[src/rtl/mdu_result_sequencer.sv]
// rtl/mdu_result_sequencer.sv - MDU issue/collect sequencer with result holding register
// Optional feature: MDU_DIV_ZERO_BYPASS_EN short-circuits divide-by-zero to 32'hFFFF_FFFF.
module mdu_result_sequencer #(
    parameter int MUL_LATENCY    = 2,
    parameter int DIV_MIN_CYCLES = 2,
    parameter int DIV_MAX_CYCLES = 64
) (
    input  logic        iClk,
    input  logic        iRst_n,
    input  logic        iStart,
    input  logic        iOperation,
    input  logic [31:0] iSrc1,
    input  logic [31:0] iMduResult,
    input  logic        iDivReady,
    input  logic        iRead,
    output logic        oMduOp,
    output logic        oBusy,
    output logic        oStall,
    output logic        oValid,
    output logic [31:0] oResult,
    output logic        oError
);

    localparam int CNT_W = $clog2(DIV_MAX_CYCLES + 1);

    localparam logic [CNT_W-1:0] MUL_LAT_C = CNT_W'(MUL_LATENCY);
    localparam logic [CNT_W-1:0] DIV_MIN_C = CNT_W'(DIV_MIN_CYCLES);
    localparam logic [CNT_W-1:0] DIV_MAX_C = CNT_W'(DIV_MAX_CYCLES);
    localparam logic [CNT_W-1:0] CNT_ONE   = CNT_W'(1);

    localparam logic [1:0] S_IDLE     = 2'd0;
    localparam logic [1:0] S_MUL_WAIT = 2'd1;
    localparam logic [1:0] S_DIV_WAIT = 2'd2;
    localparam logic [1:0] S_DONE     = 2'd3;

    logic [1:0]       state_q, state_d;
    logic [CNT_W-1:0] cnt_q, cnt_d;
    logic             mdu_op_q, mdu_op_d;
    logic             valid_q, valid_d;
    logic [31:0]      result_q, result_d;
    logic             error_q, error_d;

    logic             accept;
    logic             zero_bypass;

`ifdef MDU_DIV_ZERO_BYPASS_EN
    assign zero_bypass = iOperation && (iSrc1 == 32'd0);
`else
    logic unused_src1;
    assign unused_src1 = ^iSrc1;
    assign zero_bypass = 1'b0;
`endif

    // A new request is taken from IDLE, or from DONE when the consumer reads in the same cycle.
    assign accept = iStart && ((state_q == S_IDLE) || ((state_q == S_DONE) && iRead));

    always_comb begin
        state_d  = state_q;
        cnt_d    = cnt_q;
        mdu_op_d = mdu_op_q;
        valid_d  = valid_q;
        result_d = result_q;
        error_d  = error_q;

        case (state_q)
            S_MUL_WAIT: begin
                cnt_d = (cnt_q == DIV_MAX_C) ? cnt_q : cnt_q + CNT_ONE;
                if (cnt_q == MUL_LAT_C) begin
                    result_d = iMduResult;
                    valid_d  = 1'b1;
                    state_d  = S_DONE;
                end
            end
            S_DIV_WAIT: begin
                cnt_d = (cnt_q == DIV_MAX_C) ? cnt_q : cnt_q + CNT_ONE;
                // Ready is checked first so a ready arriving on the timeout cycle still wins.
                if (iDivReady && (cnt_q >= DIV_MIN_C)) begin
                    result_d = iMduResult;
                    valid_d  = 1'b1;
                    state_d  = S_DONE;
                end else if (cnt_q == DIV_MAX_C) begin
                    result_d = 32'd0;
                    valid_d  = 1'b1;
                    error_d  = 1'b1;
                    state_d  = S_DONE;
                end
            end
            S_DONE: begin
                if (iRead) begin
                    valid_d = 1'b0;
                    state_d = S_IDLE;
                end
            end
            default: begin
                state_d = S_IDLE;
            end
        endcase

        if (accept) begin
            mdu_op_d = iOperation;
            cnt_d    = CNT_ONE;
            error_d  = 1'b0;
            valid_d  = 1'b0;
            state_d  = iOperation ? S_DIV_WAIT : S_MUL_WAIT;
            if (zero_bypass) begin
                result_d = 32'hFFFF_FFFF;
                valid_d  = 1'b1;
                state_d  = S_DONE;
            end
        end
    end

    always_ff @(posedge iClk) begin
        if (!iRst_n) begin
            state_q  <= S_IDLE;
            cnt_q    <= '0;
            mdu_op_q <= 1'b0;
            valid_q  <= 1'b0;
            result_q <= 32'd0;
            error_q  <= 1'b0;
        end else begin
            state_q  <= state_d;
            cnt_q    <= cnt_d;
            mdu_op_q <= mdu_op_d;
            valid_q  <= valid_d;
            result_q <= result_d;
            error_q  <= error_d;
        end
    end

    assign oMduOp  = mdu_op_q;
    assign oBusy   = (state_q == S_MUL_WAIT) || (state_q == S_DIV_WAIT);
    assign oStall  = oBusy || accept || (valid_q && !iRead);
    assign oValid  = valid_q;
    assign oResult = result_q;
    assign oError  = error_q;

endmodule

[config.mk]
export PLATFORM = sky130hd
export DESIGN_NAME = mdu_result_sequencer
export DESIGN_NICKNAME = d
export VERILOG_FILES = /design/src/rtl/mdu_result_sequencer.sv
export SDC_FILE = /design/constraint.sdc
export NUM_CORES = 1
export LEC_CHECK = 0
export ABC_AREA = 1
export ABC_CLOCK_PERIOD_IN_PS = 2120
export BUFFER_PORTS_ARGS = -buffer_cell sky130_fd_sc_hd__buf_4
export CORE_ASPECT_RATIO = 1.2
export CORE_UTILIZATION = 47
export DETAILED_ROUTE_END_ITERATION = 10
export PLACE_DENSITY = 0.8
export SLEW_MARGIN = 30
export SYNTH_ARGS = -nofsm -noshare
export SYNTH_HDL_FRONTEND = slang
export SYNTH_SLANG_ARGS = --single-unit
[constraint.sdc]
create_clock -name iClk -period 2.12 [get_ports iClk]
set_clock_uncertainty 0.2 [all_clocks]
set_input_delay 0.318 -clock iClk [delete_from_list [all_inputs] [get_ports iClk]]
set_output_delay 0.318 -clock iClk [all_outputs]
set_load 0.01 [all_outputs]
==> metrics.txt, run 1 <==
outcome=completed; sequential power share=0.264; post-synthesis net count=435; Post-Synthesis Cells=357; Hold EP=oMduOp$_SDFFE_PN0P_; Worst R2R Setup Slack=150 ps; cell area after layout=0.00316 mm^2; fin crit period=2030 ps; Max Cap Violations=0; Worst R2R End=oResult[19]$_SDFFE_PN0P_; area growth from synthesis to layout=32.1%; first-pass GRT wire length=9.20 mm; setup TNS=0 ps; CP Launch Type=flop; gp weighted congestion=0.937; Max Freq=0.492 GHz; Syn. warnings=0; drt total wl=6.08 mm; Net Switching=2.06 mW; Crit Path Max Fanout=4; Net Sw Frac=0.460; Skew-Pair Late Insertion Delay=290 ps; Reg clk slew, reported paths=80 ps; Avg WL per Cell=12.3 um; Hold Path Origin=iRst_n; nets@finish=512; Slew @ Worst Pin=375 ps; Max IR drop VDD=0.689 mV; die height=80.2 um; Final Cycle Share=0.959; Placement Cell Area=0.00299 mm^2; Internal Power=2.41 mW; port bufs=74; cell taking the most area after synthesis=dfxtp_1; Hold Crit Depth=3; reg-to-reg startpoint=cnt_q[0]$_SDFFE_PN0P_; 1st-iter DRT viols=218; Power Dens Cells=1410 mW/mm^2; Slew HR=0.750; RSZ-0062 raised after global routing=false; Worst Reg2Reg Path Length in Cells=10; Remaining DRCs=0; number of routed nets with antenna violations=0; crit path DAT=1510 ps; ant diodes=0; Yosys reg bits=44; CP Capture Type=primary output; GRT Total Usage=0.217; Slew Limit Fails=0; core area=0.00490 mm^2; final hold vios=0; initial antenna violation count=0; CTS buffer count=5; HP Class=input pin to flop; largest net degree at the start of global routing=35; dpl hpwl=3.98 mm; Post-Syn Area=0.00239 mm^2; final core occ=0.645; initial core utilization=0.488; largest cells by area after synthesis=dfxtp_1 (37%), nand2_1 (18%), nand4_1 (9.4%); Die Wd=67.1 um; grt total ovfl=0; Crit path required time=1600 ps; leakage=1.66 nW; critical path class=flop to primary output; clock network fraction of total power=0.120; DR vias/cell=5.00; H-tree depth=2; number of global-route vias before repair=2,208; Pre-antenna DRT Iters=4; maximum root-to-sink buffer count=2; I/O pin cnt=107; Rows=28; routed via count=2,474; clock sinks=44; syn_area_per_cell=6.70 um^2; layout cells sized above 1=0.255; synth unique cells=23; register area share after synthesis=0.368; CTS tree=done; top-area cell type share of the netlist area=0.368; die area=0.00538 mm^2; Setup violations, final=0; Root Driver=clkbuf_8; Logic pwr share=0.615
## timing repair
action,CTS,global route
gates resized for setup,0,10
buffers inserted,0,2
endpoints found under the setup margin,0,34
hold endpoints to repair,0,0
hold buffers,0,0
## worst max-delay path by stage
stage / startpoint / endpoint / slack (ps) / cells after the start
global route: state_q[0]$_SDFFE_PN0P_ / oStall / 10 / 8
floorplan: state_q[0]$_SDFFE_PN0P_ / cnt_q[2]$_SDFFE_PP0P_ / 250 / 8
global placement: cnt_q[0]$_SDFFE_PN0P_ / oResult[21]$_SDFFE_PN0P_ / 130 / 11
CTS: state_q[0]$_SDFFE_PN0P_ / oStall / 40 / 8
finish: state_q[0]$_SDFFE_PN0P_ / oStall / 90 / 5
detailed placement: cnt_q[0]$_SDFFE_PN0P_ / oResult[11]$_SDFFE_PN0P_ / 70 / 10
## layer usage
layer  vias to the layer above  global-route usage  part of all wire
li1                       1275                   -                 -
met1                      1120               0.251              0.42
met2                        70               0.394              0.51
met3                         9              0.0341             0.051
met4                         0              0.0723             0.012
met5                         -                   0                 0
## metrics by stage
| step | power [mW] | setup slack, ps | std cells | hold slack, ps |
|---|---|---|---|---|
| final | 4.47 | 87.9 | 495 | 86.0 |
| after global placement | 3.66 | 131 | 482 | 258 |
| after floorplan | 3.03 | 250 | 357 | 256 |
| after global routing | 4.88 | 10.8 | 495 | 115 |
| after detailed placement | 3.75 | 70.2 | 482 | 272 |
| after CTS | 4.29 | 40.9 | 490 | 92.0 |
## placed cells by master (no fill, tap or decap), types with 2 or more instances in the layout
master	count
dfxtp_2	3
buf_4	83
nand3_4	5
clkinv_2	2
inv_1	52
nand2_2	2
nand3_1	9
ha_1	8
nor2_1	44
nor2_4	2
nand2_1	117
o211ai_1	2
clkbuf_8	6
o21ai_0	3
nand4_1	36
dfxtp_1	41
a21oi_1	8
## critical path, stage by stage, from the launching register on
cell and delay (ps):
dfxtp_2 370, inv_1 80, ha_1 380, inv_1 140, o211ai_1 100, buf_4 150
## cells in the mapped netlist, drive strengths merged
cell type / n
nand2: 120
inv: 52
nor2: 47
dfxtp: 44
nand4: 36
buf: 16
nand3: 12
a21oi: 8
ha: 8
o21ai: 4
clkbuf: 3
o211ai: 2
a211oi: 1
clkinv: 1
o21a: 1
or2: 1
xor2: 1
## registers in the layout (all words and copies together) (netlist names)
| name | flops |
|---|---|
| cnt_q | 7 |
| oError | 1 |
| oMduOp | 1 |
| oResult | 32 |
| oValid | 1 |
| state_q | 2 |
## power by group through the flow
stage | Sequential (mW) | Combinational, mW | Clock (mW)
final | 1.18 | 2.75 | 0.538
after global routing | 1.20 | 3.09 | 0.579
after CTS | 1.18 | 2.57 | 0.552
after detailed placement | 1.19 | 2.55 | 0
after global placement | 1.19 | 2.48 | 0
after floorplan | 1.26 | 1.77 | 0
## logic make-up (layout without fill, tap and decap cells)
kind of cell / Yosys count / count (layout) / share of synthesized area
xor gates and xnor gates: 1 / 1 / 0.00366
and+or+nand+nor: 216 / 219 / 0.409
DFF: 44 / 44 / 0.368
buffers and inverters: 72 / 147 / 0.135
AOI/OAI and AO/OA: 16 / 16 / 0.0423
adders and majority gates: 8 / 8 / 0.0418
## cell type report
| type | instances | area, um^2 |
|---|---|---|
| clock buffers | 6 | 82.6 |
| clock inverters | 2 | 10.0 |
| fillers | 467 | 1740 |
| inverters | 53 | 199 |
| multi-input cells | 244 | 1240 |
| flip-flops and latches | 44 | 885 |
| well taps | 60 | 75.1 |
| repair buffers | 86 | 669 |
(Power assumes the default switching activity.)
==> inputs of run 2 (changes only) <==
Settings changed: RECOVER_POWER from default to 25.
==> metrics.txt, run 2 (same netlist as run 1, synthesis figures left out) <==
final core occ=0.629; Critical-path top delay cell=ha_1; Pre-antenna DRT Iters=4; H-tree depth=2; dpl cells=482; grt total ovfl=0; first-pass GRT wire length=9.20 mm; Remaining DRCs=0; initial core utilization=0.488; I/O pin cnt=107; final hold vios=0; CP Launch Type=flop; Max IR drop VDD=0.687 mV; Skew-Pair Late Insertion Delay=290 ps; Avg WL per Cell=12.3 um; CP Capture Type=primary output; layout cells sized above 1=0.209; outcome=completed; core area=0.00490 mm^2; Reg clk slew, reported paths=80 ps; most common cell after layout, fill and taps aside=nand2_1; CTS buffer count=5; crit path DAT=1510 ps; Setup violations, final=0; die height=80.2 um; 1st-iter DRT viols=225; ant diodes=0; most frequent cells in the layout=nand2_1 (117), buf_4 (63), inv_1 (52); Power Dens Cells=1420 mW/mm^2; dpl hpwl=3.98 mm; Non-Filler Instances=495; setup TNS=0 ps; Die Wd=67.1 um; initial antenna violation count=0; CP cell instances=inv_1 > ha_1 > inv_1 > o211ai_1 > buf_4; Slew @ Worst Pin=378 ps; HP Class=input pin to flop; RSZ-0062 raised after global routing=false; Final Cycle Share=0.958; DR vias/cell=4.99; cell repeated most along the worst path=inv_1; Crit Path Max Fanout=4; Slew Limit Fails=0; Slew HR=0.748; Max Freq=0.493 GHz; Crit path required time=1600 ps; Max Cap Violations=0; number of cells on the critical path=5; CTS tree=done; critical path class=flop to primary output; fin crit period=2030 ps; clock sinks=44; number of routed nets with antenna violations=0; max FFs per register=32; leakage=1.58 nW; area growth from synthesis to layout=29.0%; clock network fraction of total power=0.123; Net Sw Frac=0.468; cell area after layout=0.00309 mm^2; sequential power share=0.268; die area=0.00538 mm^2; largest net degree at the start of global routing=35; Crit path max-delay family=adder cells; Rows=28; GRT Total Usage=0.217; Worst Reg2Reg Path Length in Cells=10; maximum root-to-sink buffer count=2; CP Buf/Inv Count=3; Post-CTS Hold Buffers=0; nets@finish=512; drt total wl=6.09 mm; port bufs=74; Root Driver=clkbuf_8; Placement Cell Area=0.00299 mm^2; Net Switching=2.05 mW; Tot Pwr=4.39 mW; CP peak stage delay=380 ps; routed via count=2,469; Hold Crit Depth=3; Logic pwr share=0.609; number of global-route vias before repair=2,208; gp weighted congestion=0.937; Internal Power=2.34 mW
[run 2: power by group through the flow]
stage / logic, mW / registers [mW] / clock network (mW)
after floorplan: 1.77 / 1.26 / 0
after global placement: 2.48 / 1.19 / 0
after detailed placement: 2.55 / 1.19 / 0
after CTS: 2.57 / 1.18 / 0.552
after global routing: 3.02 / 1.20 / 0.579
final: 2.67 / 1.18 / 0.539
[run 2: worst min-delay path, cell delays in order]
cell     delay (ps)
buf_4            80
nand2_1          60
nor2_1           80
[run 2: path summary, 6_finish.rpt]
check        slack (ps)                  endpoint               startpoint
max                  90                    oStall  state_q[0]$_SDFFE_PN0P_
min                  90       oMduOp$_SDFFE_PN0P_                   iRst_n
max reg2reg         140  oResult[19]$_SDFFE_PN0P_    cnt_q[0]$_SDFFE_PN0P_
min reg2reg         290   state_q[0]$_SDFFE_PN0P_  state_q[0]$_SDFFE_PN0P_
[run 2: routing by layer]
metal  track usage  routed length (um)
met1         0.251                2680
met2         0.394                3080
met3        0.0341                 271
met4        0.0723                  69
met5             0                   0
[run 2: layout make-up]
type	count	area, um^2
fillers	490	1820
multi-input cells	244	1240
flip-flops and latches	44	885
repair buffers	86	594
inverters	53	199
clock buffers	6	82.6
well taps	60	75.1
clock inverters	2	10.0
[run 2: stage by stage]
stage	hold slack, ps	setup slack [ps]
6_report	86.2	89.7
5_1_grt	115	10.8
4_1_cts	92.0	40.9
3_5_place_dp	272	70.2
3_3_place_gp	258	131
2_1_floorplan	256	250
[run 2: timing repair]
action,CTS,global route
setup buffers,0,2
gates resized for setup,0,10
setup endpoints to repair,0,34
